## config.mk

```make
export PLATFORM = sky130hd
export DESIGN_NAME = a429_tx_sched
export DESIGN_NICKNAME = d
export VERILOG_FILES = /design/src/rtl/a429_tx_sched.sv
export SDC_FILE = /design/constraint.sdc
export NUM_CORES = 1
export LEC_CHECK = 0
export CORE_MARGIN = 2
export CORE_UTILIZATION = 28
export DETAILED_ROUTE_END_ITERATION = 6
export SLEW_MARGIN = 20
export SYNTH_ARGS = -nofsm -noshare
export SYNTH_HDL_FRONTEND = slang
export SYNTH_SLANG_ARGS = --single-unit
```

## constraint.sdc

```tcl
create_clock -name clk -period 6.3 [get_ports clk]
set_input_delay 1.89 -clock clk [delete_from_list [all_inputs] [get_ports clk]]
set_output_delay 1.89 -clock clk [all_outputs]
set_load 0.01 [all_outputs]
```

## src/rtl/a429_tx_sched.sv

```systemverilog
`default_nettype none
//==============================================================================
// Module      : a429_tx_sched
// Description : Round-robin scheduler in front of a single ARINC 429 bipolar
//               return-to-zero transmitter. NUM_REQ requesters offer 32-bit
//               words; one is granted per idle slot, serialised LSB first on
//               the HI/LO line-driver legs, then followed by a null gap.
// Ports       : clk        - system clock, rising edge
//               rst_n      - asynchronous active-low reset
//               tx_en      - permits new grants (word in flight always finishes)
//               req_valid  - per-requester word-available flags
//               req_data   - packed words, requester i at [32*i+31:32*i]
//               req_ready  - one-cycle accept pulse to the granted requester
//               tx_hi      - HI leg of the line driver
//               tx_lo      - LO leg of the line driver
//               busy       - word or inter-word gap in progress
//               grant_id   - requester index of the current/last word
// Revision    : 1.0 - initial release
//==============================================================================
module a429_tx_sched #(
    parameter int NUM_REQ    = 4,
    parameter int CLK_DIV    = 250,
    parameter int GAP_BITS   = 4,
    parameter int PARITY_GEN = 1
) (
    input  logic                   clk,
    input  logic                   rst_n,
    input  logic                   tx_en,
    input  logic [NUM_REQ-1:0]     req_valid,
    input  logic [32*NUM_REQ-1:0]  req_data,
    output logic [NUM_REQ-1:0]     req_ready,
    output logic                   tx_hi,
    output logic                   tx_lo,
    output logic                   busy,
    output logic [2:0]             grant_id
);

    localparam int HW      = (CLK_DIV > 1) ? $clog2(CLK_DIV) : 1;
    localparam int GAP_LEN = GAP_BITS * 2 * CLK_DIV;
    localparam int GW      = $clog2(GAP_LEN);
    localparam int PW      = $clog2(NUM_REQ);

    localparam logic [HW-1:0] HALF_LAST = HW'(CLK_DIV - 1);
    localparam logic [GW-1:0] GAP_LAST  = GW'(GAP_LEN - 1);
    localparam logic [4:0]    BIT_LAST  = 5'd31;
    localparam logic [PW-1:0] REQ_LAST  = PW'(NUM_REQ - 1);

    typedef enum logic [1:0] {
        IDLE = 2'd0,
        SEND = 2'd1,
        GAP  = 2'd2
    } state_t;

    state_t        state_q, state_d;
    logic [31:0]   word_q,  word_d;
    logic [4:0]    bit_q,   bit_d;
    logic [HW-1:0] half_q,  half_d;
    logic          phase_q, phase_d;    // 0: active half of the bit, 1: null half
    logic [GW-1:0] gap_q,   gap_d;
    logic [PW-1:0] ptr_q,   ptr_d;      // round-robin search start
    logic [2:0]    grant_q, grant_d;
    logic          tx_hi_q, tx_hi_d;
    logic          tx_lo_q, tx_lo_d;

    logic          w_sel_found;
    logic [PW-1:0] w_sel_idx;
    logic [31:0]   w_sel_word;
    logic [31:0]   w_tx_word;

    // Requester index 'offs' positions after 'base', wrapping at NUM_REQ.
    function automatic logic [PW-1:0] rr_index(input logic [PW-1:0] base, input int offs);
        int s;
        s = int'(base) + offs;
        if (s >= NUM_REQ) begin
            s = s - NUM_REQ;
        end
        return PW'(s);
    endfunction

    // Scanning from the far end lets the nearest valid requester overwrite
    // any farther one, so the first hit after the pointer wins.
    always_comb begin
        w_sel_found = 1'b0;
        w_sel_idx   = '0;
        for (int k = NUM_REQ - 1; k >= 0; k--) begin
            if (req_valid[rr_index(ptr_q, k)]) begin
                w_sel_found = 1'b1;
                w_sel_idx   = rr_index(ptr_q, k);
            end
        end
    end

    assign w_sel_word = req_data[{w_sel_idx, 5'b00000} +: 32];

    // Odd parity: bit 31 is set when bits 30:0 hold an even number of ones.
    assign w_tx_word = (PARITY_GEN != 0) ? {~^w_sel_word[30:0], w_sel_word[30:0]}
                                         : w_sel_word;

    always_comb begin
        state_d   = state_q;
        word_d    = word_q;
        bit_d     = bit_q;
        half_d    = half_q;
        phase_d   = phase_q;
        gap_d     = gap_q;
        ptr_d     = ptr_q;
        grant_d   = grant_q;
        tx_hi_d   = 1'b0;
        tx_lo_d   = 1'b0;
        req_ready = '0;

        case (state_q)
            IDLE: begin
                bit_d   = '0;
                half_d  = '0;
                phase_d = 1'b0;
                gap_d   = '0;
                // rst_n gating keeps the accept pulse quiet while reset is held.
                if (tx_en && w_sel_found && rst_n) begin
                    req_ready[w_sel_idx] = 1'b1;
                    word_d  = w_tx_word;
                    grant_d = 3'(w_sel_idx);
                    ptr_d   = (w_sel_idx == REQ_LAST) ? '0 : w_sel_idx + PW'(1);
                    state_d = SEND;
                    // Bit 0 goes on the line in the very next cycle.
                    tx_hi_d = w_tx_word[0];
                    tx_lo_d = ~w_tx_word[0];
                end
            end

            SEND: begin
                tx_hi_d = tx_hi_q;
                tx_lo_d = tx_lo_q;
                if (half_q == HALF_LAST) begin
                    half_d = '0;
                    if (!phase_q) begin
                        phase_d = 1'b1;
                        tx_hi_d = 1'b0;
                        tx_lo_d = 1'b0;
                    end else begin
                        phase_d = 1'b0;
                        if (bit_q == BIT_LAST) begin
                            bit_d   = '0;
                            state_d = GAP;
                            tx_hi_d = 1'b0;
                            tx_lo_d = 1'b0;
                        end else begin
                            bit_d   = bit_q + 5'd1;
                            tx_hi_d = word_q[bit_d];
                            tx_lo_d = ~word_q[bit_d];
                        end
                    end
                end else begin
                    half_d = half_q + HW'(1);
                end
            end

            GAP: begin
                if (gap_q == GAP_LAST) begin
                    gap_d   = '0;
                    state_d = IDLE;
                end else begin
                    gap_d = gap_q + GW'(1);
                end
            end

            default: begin
                state_d = IDLE;
            end
        endcase
    end

    always_ff @(posedge clk or negedge rst_n) begin
        if (!rst_n) begin
            state_q <= IDLE;
            word_q  <= '0;
            bit_q   <= '0;
            half_q  <= '0;
            phase_q <= 1'b0;
            gap_q   <= '0;
            ptr_q   <= '0;
            grant_q <= '0;
            tx_hi_q <= 1'b0;
            tx_lo_q <= 1'b0;
        end else begin
            state_q <= state_d;
            word_q  <= word_d;
            bit_q   <= bit_d;
            half_q  <= half_d;
            phase_q <= phase_d;
            gap_q   <= gap_d;
            ptr_q   <= ptr_d;
            grant_q <= grant_d;
            tx_hi_q <= tx_hi_d;
            tx_lo_q <= tx_lo_d;
        end
    end

    assign tx_hi    = tx_hi_q;
    assign tx_lo    = tx_lo_q;
    assign busy     = (state_q != IDLE);
    assign grant_id = grant_q;

endmodule
`default_nettype wire
```

======== Word-level counts from Yosys, hierarchy flattened ========
Index checks and enable logic that the tools add are counted.
storage, ports and cells
  flip-flop bits (word level) ............. 65
  output and inout bits ................... 10
operators by class
  magnitude comparators ................... 11
  reduce and logical (&&, ||, !) cells .... 12
  bitwise operators ....................... 2
  shift operators ......................... 1
  eq/ne operators ......................... 11
  multiplexer cells ....................... 54
  add/subtract/negate cells ............... 11
operators with widths
  operator                                                                       count
  128-bit by 8-bit indexed part select with 31-bit output                        1
  31-bit XNOR reduction                                                          1
  2-bit two-way mux                                                              14
  11-bit one-hot mux with 2 select lines                                         1
  1-bit two-way mux                                                              20
  8-bit one-hot mux with 2 select lines                                          1
  2-bit by 3-bit less-than comparator with 1-bit output (second input constant)  5
  5-bit two-way mux                                                              3
  11-bit by 1-bit adder with 11-bit output (second input constant)               1
  11-bit == test (second input constant)                                         1
  11-bit two-way mux                                                             1
  2-bit inequality test (second input constant)                                  5
  5-bit one-hot mux with 2 select lines                                          1
  3-bit greater-or-equal comparator (second input constant)                      3
  8-bit by 1-bit adder with 8-bit output (second input constant)                 1
  1-bit binary-select mux with 2-bit select                                      4
  8-bit == test (second input constant)                                          1
  4-bit two-way mux                                                              2
  8-bit two-way mux                                                              1
  2-bit by 1-bit subtractor with 2-bit output (second input constant)            4
  2-bit by 2-bit adder with 3-bit output (second input constant)                 2
  5-bit by 6-bit less-than comparator with 1-bit output (second input constant)  1
  1-bit one-hot mux with 2 select lines                                          3
  2-bit one-hot mux with 3 select lines                                          1
  other kinds (17)                                                               24

======== Depth between registers and ports, before layout ========
Gate-level depths: netlist of the first run.
  word-level depth ........................ 15
  depth in mapped cells ................... 13

======== Worst setup path after synthesis of the first run ========
Ideal clock, no wire load.
  kind .................................... input to output
  from .................................... input req_valid[0]
  to ...................................... output req_ready[0]
  setup slack ............................. 1,206 ps
  data arrival time ....................... 3,204 ps
  stages on the path ...................... 9
  path through ............................ nor2b_1 a21oi_1 o22ai_1 a21oi_1 buf_2 buf_2 inv_1 ha_1 and2_1
between the ends
  longest elaborated chain between the ends .. 12
  elaborated cells between the ends (all ways) .. 25
  those cells by class .................... order compare: 2; mux: 20; reduce/logical: 3
ends and longest elaborated chain
  what                                                                                                                                                         line  source
  start: declaration                                                                                                                                           29    input logic [NUM_REQ-1:0] req_valid,
  1-bit binary-select mux with 2-bit select                                                                                                                    86    if (req_valid[rr_index(ptr_q, k)]) begin
  1-bit two-way mux (implied by the code)                                                                                                                      86
  2-bit two-way mux (3 in series)                                                                                                                              86
  2-bit two-way mux *                                                                                                                                          86
  named net w_sel_idx[0]                                                                                                                                       66    logic [PW-1:0] w_sel_idx;
  2-bit by 3-bit less-than comparator with 1-bit output (implied by the code) or 2-bit by 1-bit greater-or-equal comparator with 1-bit output (tied branches)  120   req_ready[w_sel_idx] = 1'b1;
  1-bit logical AND (implied by the code)                                                                                                                      120
  1-bit two-way mux (implied by the code)                                                                                                                      120
  1-bit demux with 2-bit select *                                                                                                                              120
  4-bit two-way mux *                                                                                                                                          119   if (tx_en && w_sel_found && rst_n) begin
  4-bit two-way mux *                                                                                                                                          112   case (state_q)
  end: declaration                                                                                                                                             31    output logic [NUM_REQ-1:0] req_ready,
Mark *: on every way through the listed nets, which the timed path passes. The rest lies on a longest branch. The select of a mux whose other input is x is not followed.

======== Final worst setup path of the first run ========
  from .................................... input req_valid[0]
  to ...................................... output req_ready[0]
between the ends
  longest elaborated chain between the ends .. 12
  elaborated cells between the ends (all ways) .. 25
  those cells by class .................... order compare: 2; mux: 20; reduce/logical: 3
ends and longest elaborated chain
  what                                                                                                                                                         line
  1-bit binary-select mux with 2-bit select                                                                                                                    86
  1-bit two-way mux (implied by the code)                                                                                                                      86
  2-bit two-way mux (4 in series)                                                                                                                              86
  2-bit by 3-bit less-than comparator with 1-bit output (implied by the code) or 2-bit by 1-bit greater-or-equal comparator with 1-bit output (tied branches)  120
  1-bit logical AND (implied by the code)                                                                                                                      120
  1-bit two-way mux (implied by the code)                                                                                                                      120
  1-bit demux with 2-bit select                                                                                                                                120
  4-bit two-way mux *                                                                                                                                          119
  4-bit two-way mux *                                                                                                                                          112
Mark *: on every way between the ends. The rest lies on a longest branch, timed or not. The select of a mux whose other input is x is not followed.

==> key figures, run 1 <==
CTS
  – Post-CTS Setup Repair Bufs: 0
  – CTS Buffer Depth: 2
  – Hold-fix buffers at CTS: 0
  – Clock network latency to the later pin of the worst-skew pair: 330 ps
  – Cts repair resizes: 0
  – Root buffer cell: clkbuf_16
  – Total CTS buffers: 9
  – CTS H-tree lvls: 3
  – Worst-path clk slew: 50 ps
  – CTS Sinks: 65
  – CTS tree: done

Logic synthesis
  – Adder-cell share of the synthesized area: 2.45%
  – Multiplexer share of the synthesized area: 26.5%
  – Syn Inst Count: 454
  – EDFF count, synth: 0
  – Yosys reg bits: 65
  – Library cells used by synthesis: 45
  – Simple-gate portion of the synthesized area: 12.5%
  – Largest family of logic cells by synthesized area: multiplexers
  – Post-Syn Area: 4590 µm²
  – Synth Area in Compound Gates: 9.75%
  – Sequential-to-total area share from yosys stat: 35.4%
  – Mapped Avg Cell Area: 10.1 µm²
  – Asr flop ratio synth: 100%
  – Syn. warnings: 0
  – Post-synth top flop: dfrtp_1
  – Fraction of synthesized cell area in xor and xnor cells: 7.85%
  – Net count after synthesis: 598

Global route
  – Grt ovf: 0
  – GRT Total Usage: 13.3%
  – Antenna violations before repair: 0
  – First-pass GRT wire length: 18900 µm
  – Vias in the first global route: 3845
  – Largest net degree at the start of global routing: 68

Critical path
  – Crit path capture type: output port
  – Critical Path Source Type: primary input
  – CP cell instances: clkdlybuf4s50_1 > nor2b_1 > a21oi_1 > o22ai_1 > a21oi_4 > inv_1 > ha_1 > and2_1 > clkdlybuf4s50_1
  – Slowest Stage Delay on Critical Path: 470 ps
  – Critical-path top delay cell: clkdlybuf4s50_1
  – WP data arrival: 3990 ps
  – Critical Path Fanout Max: 7
  – Worst path bufs/invs: 3
  – CP required: 4410 ps
  – Top Family by Delay on Critical Path: buffers and inverters
  – Critical path class: primary input to output port
  – Crit-path most repeated cell: clkdlybuf4s50_1

Timing
  – Final setup vio count: 0
  – Worst-Margin Slew: 901 ps
  – RSZ-0062 raised after global routing: false
  – Final Hold Vio Count: 0
  – TNS Setup: 0 ps
  – Fin crit share: 93.4%
  – Clock Skews: 5.64 ps
  – Fin. max-slew vios: 0
  – Final critical-path required period: 5880 ps
  – Max Fclk: 170 MHz
  – Worst slew margin: 40.0%

Routing
  – Total number of vias: 3693
  – WL final: 11100 µm
  – Antenna-violating nets left: 0
  – 1st-pass router iterations: 4
  – Drt wl/cell: 13.8 µm
  – DRC viols: 0
  – Vias/cell: 4.60
  – Drt first-iter violations: 150

Layout
  – Ant. Diodes: 0
  – Final core utilization: 40.0%
  – Most frequent cells in the layout: 138 x clkdlybuf4s50_1, 65 x dfrtp_1, 63 x mux2i_1, 63 x nand2_1, 57 x o21ai_0
  – # nets final: 727
  – Most common cell after layout, fill and taps aside: clkdlybuf4s50_1
  – Layout cells sized above 1: 11.8%
  – Syn-to-layout area delta: 38.9%

Die
  – Row count: 46
  – DIE AREA: 17400 µm²
  – Initial Util: 28.8%
  – Die width: 132 µm
  – Core footprint: 15900 µm²
  – Die Y: 132 µm
  – IO Pins: 145

Power and ir drop
  – Power density cells: 183 nW/µm²
  – VDD IR-drop max: 119 µV
  – Pleak: 0.00263 µW

Placed design
  – Final GP Congestion: 0.780
  – Dpl hpwl: 8500 µm
  – Number of I/O port buffers: 139

Run
  – Max-Cap Viols: 0

Min path
  – Hold crit path type: flip-flop to flip-flop

Status
  – Status: completed
Yosys cell counts, drive strengths merged (2+ instances only):
library cell,number,share of area [%]
o31ai,2,0.33
and3,6,0.82
a21o,3,0.49
buf,12,3.3
o41ai,2,0.38
xnor3,6,2.9
o21ai,61,6.8
nand4,2,0.27
ha,9,2.5
nor3,2,0.22
mux2,31,7.8
a21oi,6,0.74
o22ai,2,0.27
inv,12,0.98
mux2i,63,14
xor2,4,0.76
nor2,20,1.6
nor2b,7,0.95
xnor2,20,4.1
clkbuf,15,1.2
nand2b,7,0.95
mux4,10,4.9
dfrtp,65,35
and2,4,0.54
nand3,10,1.1
nand2,63,5.1
power by group:
group / internal, µW / switching, µW / leakage (µW) / total, µW
Sequential: 418 / 0 / 0.000878 / 418
Combinational: 198 / 108 / 0.00161 / 306
Clock: 271 / 169 / 0.000135 / 440
flip-flops by register name (all words and copies together), names as in the netlist:
signal,cells
tx_hi,1
state_q,2
grant_id,2
phase_q,1
half_q,8
gap_q,11
ptr_q,2
bit_q,5
word_q,32
tx_lo,1
final timing paths:
| kind | startpoint | to | slack, ps | cells past startpoint |
|---|---|---|---|---|
| max | req_valid[0] | req_ready[0] | 420 | 9 |
| min | word_q[23] | word_q[23] | 470 | 2 |
| max reg2reg | ptr_q[1] | word_q[31] | 2610 | 10 |
| min reg2reg | word_q[23] | word_q[23] | 470 | 2 |
| max in group asynchronous | rst_n | word_q[9] | 3970 | 2 |
| min in group asynchronous | rst_n | gap_q[8] | 1760 | 2 |
cell type report:
cell class / instances / area, µm²
tap: 216 / 270
multi-input combinational: 350 / 2740
timing repair buffer: 145 / 1430
sequential: 65 / 1630
clock inverter: 4 / 20.0
inverter: 12 / 45.0
fill: 1559 / 9570
clock buffer: 11 / 243
metrics by stage:
stage	power, µW	cells	cell area, µm²	hold slack, ps	setup WS [ps]
2_1_floorplan	618	454	4590	441	1210
3_3_place_gp	727	788	6110	462	416
3_5_place_dp	733	788	6110	468	382
4_1_cts	1180	803	6380	480	382
5_1_grt	1220	803	6380	499	227
6_report	1160	803	6380	472	416
worst min-delay path, stage by stage, from the launching register on:
cell and delay, ps:
dfrtp_1 330, nand2_1 50, o21ai_0 60
routing by layer:
| metal | share of wire (%) | track usage [%] |
|---|---|---|
| met2 | 51 | 23.8 |
| met4 | 1.5 | 2.90 |
| met3 | 4.5 | 3.69 |
| met5 | 0 | 0 |
| met1 | 43 | 15.9 |
cells by family (layout without fill, tap and decap cells):
family / after synthesis / count (layout)
and+or+nand+nor: 126 / 126
muxes: 104 / 104
AOI/OAI and AO/OA: 80 / 80
DFF: 65 / 65
buffers and inverters: 39 / 172
xor gates and xnor gates: 30 / 30
adders and majority gates: 9 / 9
other: 1 / 1
No activity file was read; power rests on OpenSTA's default activity.
==> run 2, diff against run 1 <==
--- a/config.mk
+++ b/config.mk
@@ -8,6 +8,7 @@
 export CORE_MARGIN = 2
 export CORE_UTILIZATION = 28
 export DETAILED_ROUTE_END_ITERATION = 6
+export REMOVE_ABC_BUFFERS = 1
 export SLEW_MARGIN = 20
 export SYNTH_ARGS = -nofsm -noshare
 export SYNTH_HDL_FRONTEND = slang
==> run 2 against run 1 <==
Critical path depth is 4 lower. Non-clock buffer count is 1 higher. Total power is 12% higher. Combinational power hardly changed. First-iteration DRC count is 21% lower. Die area stayed put. Routed wire length is 1.2% lower. Clock-buffer cell count is 1 lower. Sequential share of layout area is 0.39 points lower. Clock power is 33% higher. Largest cell class unchanged. Via count is 0.41% higher. Highest routed layer unchanged.
==> key figures, run 2 (synthesis results as in run 1) <==
Layout
  – Fin area: 6470 µm² (+1.6%)
  – # nets final: 728 (+0.14%)
  – Most frequent cells in the layout: 138 x clkdlybuf4s50_1, 65 x dfrtp_1, 63 x mux2i_1, 63 x nand2_1, 57 x o21ai_0
  – Ant. Diodes: 0 (unchanged)
  – Most common cell after layout, fill and taps aside: clkdlybuf4s50_1
  – Syn-to-layout area delta: 41.0%
  – Largest regs: word_q: 32 flops, gap_q: 11 flops, half_q: 8 flops
  – Max reg flops: 32 (unchanged)
  – Most flops, register: word_q
  – Layout cells sized above 1: 12.2% (+0.47 points)

CTS
  – Clock network latency to the later pin of the worst-skew pair: 330 ps (about the same)
  – Post-CTS Setup Repair Bufs: 0 (unchanged)
  – CTS Sinks: 65 (unchanged)
  – Root buffer cell: clkbuf_16
  – CTS Buffer Depth: 2 (unchanged)
  – Worst-path clk slew: 50 ps (about the same)
  – Hold-fix buffers at CTS: 0 (unchanged)
  – CTS tree: done
  – Total CTS buffers: 9 (unchanged)
  – CTS H-tree lvls: 3 (unchanged)
  – Cts repair resizes: 0 (unchanged)

Power and ir drop
  – Power density cells: 202 nW/µm² (+11%)
  – VDD IR-drop max: 158 µV (+33%)
  – Tot Pwr: 1310 µW (+12%)
  – Pleak: 0.00267 µW (+1.5%)

Routing
  – Total number of vias: 3708 (+0.41%)
  – Vias/cell: 4.61 (+0.16%)
  – WL final: 11000 µm (-1.2%)
  – Drt first-iter violations: 119 (-21%)
  – DRC viols: 0 (unchanged)
  – Antenna-violating nets left: 0 (unchanged)
  – 1st-pass router iterations: 4 (unchanged)
  – Drt wl/cell: 13.6 µm (-1.4%)

Die
  – Row count: 46 (unchanged)
  – Core footprint: 15900 µm² (unchanged)
  – Die Y: 132 µm (unchanged)
  – DIE AREA: 17400 µm² (unchanged)
  – Initial Util: 28.8% (unchanged)
  – IO Pins: 145 (unchanged)
  – Die width: 132 µm (unchanged)

Global route
  – Vias in the first global route: 3782 (-1.6%)
  – Largest net degree at the start of global routing: 68 (unchanged)
  – First-pass GRT wire length: 18500 µm (-1.9%)
  – Antenna violations before repair: 0 (unchanged)
  – Grt ovf: 0 (unchanged)
  – GRT Total Usage: 12.8% (-0.46 points)

Placed design
  – Number of I/O port buffers: 139 (unchanged)
  – Area of placed instances: 6120 µm² (+0.12%)
  – Dpl hpwl: 8470 µm (-0.38%)
  – Final GP Congestion: 0.747 (-4.2%)

Timing
  – Final Hold Vio Count: 0 (unchanged)
  – Worst-Margin Slew: 839 ps (-61.6 ps)
  – Final setup vio count: 0 (unchanged)
  – Worst slew margin: 44.1% (+4.1 points)
  – Clock Skews: 6.58 ps (+0.936 ps)
  – Final critical-path required period: 5840 ps (-48.1 ps)
  – RSZ-0062 raised after global routing: false
  – Fin. max-slew vios: 0 (unchanged)
  – Max Fclk: 171 MHz (+0.82%)
  – Fin crit share: 92.6% (-0.76 points)

Status
  – Status: completed

Run
  – Max-Cap Viols: 0 (unchanged)

Critical path
  – Critical Path Fanout Max: 11 (+4)
  – Critical path class: primary input to output port
  – Crit path capture type: output port
  – CP required: 4410 ps (about the same)
  – Critical Path Source Type: primary input
  – R2r setup slk: 2970 ps (+360 ps)
  – WP data arrival: 3950 ps (-40 ps)

Min path
  – Hold crit path type: flip-flop to flip-flop
-- run 2: cell types whose count changed in the layout (fill, tap and decap cells not counted), sizes merged --
cell / change
bufinv: +3
clkinvlp: +1
buf: +1
clkinv: -2
clkbuf: -1
-- run 2: critical path, stage by stage --
cell	delay, ps
clkdlybuf4s50_1	480
or4_1	540
and4_1	340
and2_1	210
clkdlybuf4s50_1	490
-- run 2: final timing paths --
kind / startpoint / end / depth (start not counted)
max: req_valid[3] / req_ready[1] / 5
min: word_q[8] / word_q[8] / 2
max reg2reg: ptr_q[1] / word_q[31] / 10
min reg2reg: word_q[8] / word_q[8] / 2
max in group asynchronous: rst_n / word_q[10] / 2
min in group asynchronous: rst_n / gap_q[5] / 2
-- run 2: final cells by class --
class,instances,area (µm²)
Inverter,12,45.0
Fill cell,1554,9470
Clock inverter,6,115
Multi-Input combinational cell,350,2740
Clock buffer,10,239
Sequential cell,65,1630
Tap cell,216,270
Timing Repair Buffer,146,1440
-- run 2: stage by stage --
step                hold WS [ps]  TNS, ps  cells  util, %  worst slack [ps]
finish                       480        0    805     40.6               464
global route                 517        0    805     40.6               395
CTS                          487        0    805     40.6               464
detailed placement           474        0    789     38.4               468
global placement             461        0    789     38.4               492
floorplan                    441    -1370    427        -              -443
-- run 2: routing by layer --
layer	GRT usage, %	vias up	share of wire, %
met5	0	-	0
met4	2.23	0	0.69
met3	2.73	8	4.0
met2	23.5	85	52
met1	15.6	1748	43
li1	-	1867	-
-- run 2: power by group --
group | internal (µW) | total (µW) | switching [µW]
logic | 198 | 303 | 105
clock network | 398 | 586 | 187
registers | 418 | 418 | 0
==> run 3, diff against run 2 <==
--- a/config.mk
+++ b/config.mk
@@ -5,6 +5,7 @@
 export SDC_FILE = /design/constraint.sdc
 export NUM_CORES = 1
 export LEC_CHECK = 0
+export ABC_CLOCK_PERIOD_IN_PS = 6300
 export CORE_MARGIN = 2
 export CORE_UTILIZATION = 28
 export DETAILED_ROUTE_END_ITERATION = 6
==> results of run 3 <==
The final DEF is identical to that of run 2; final timing and power are the same.
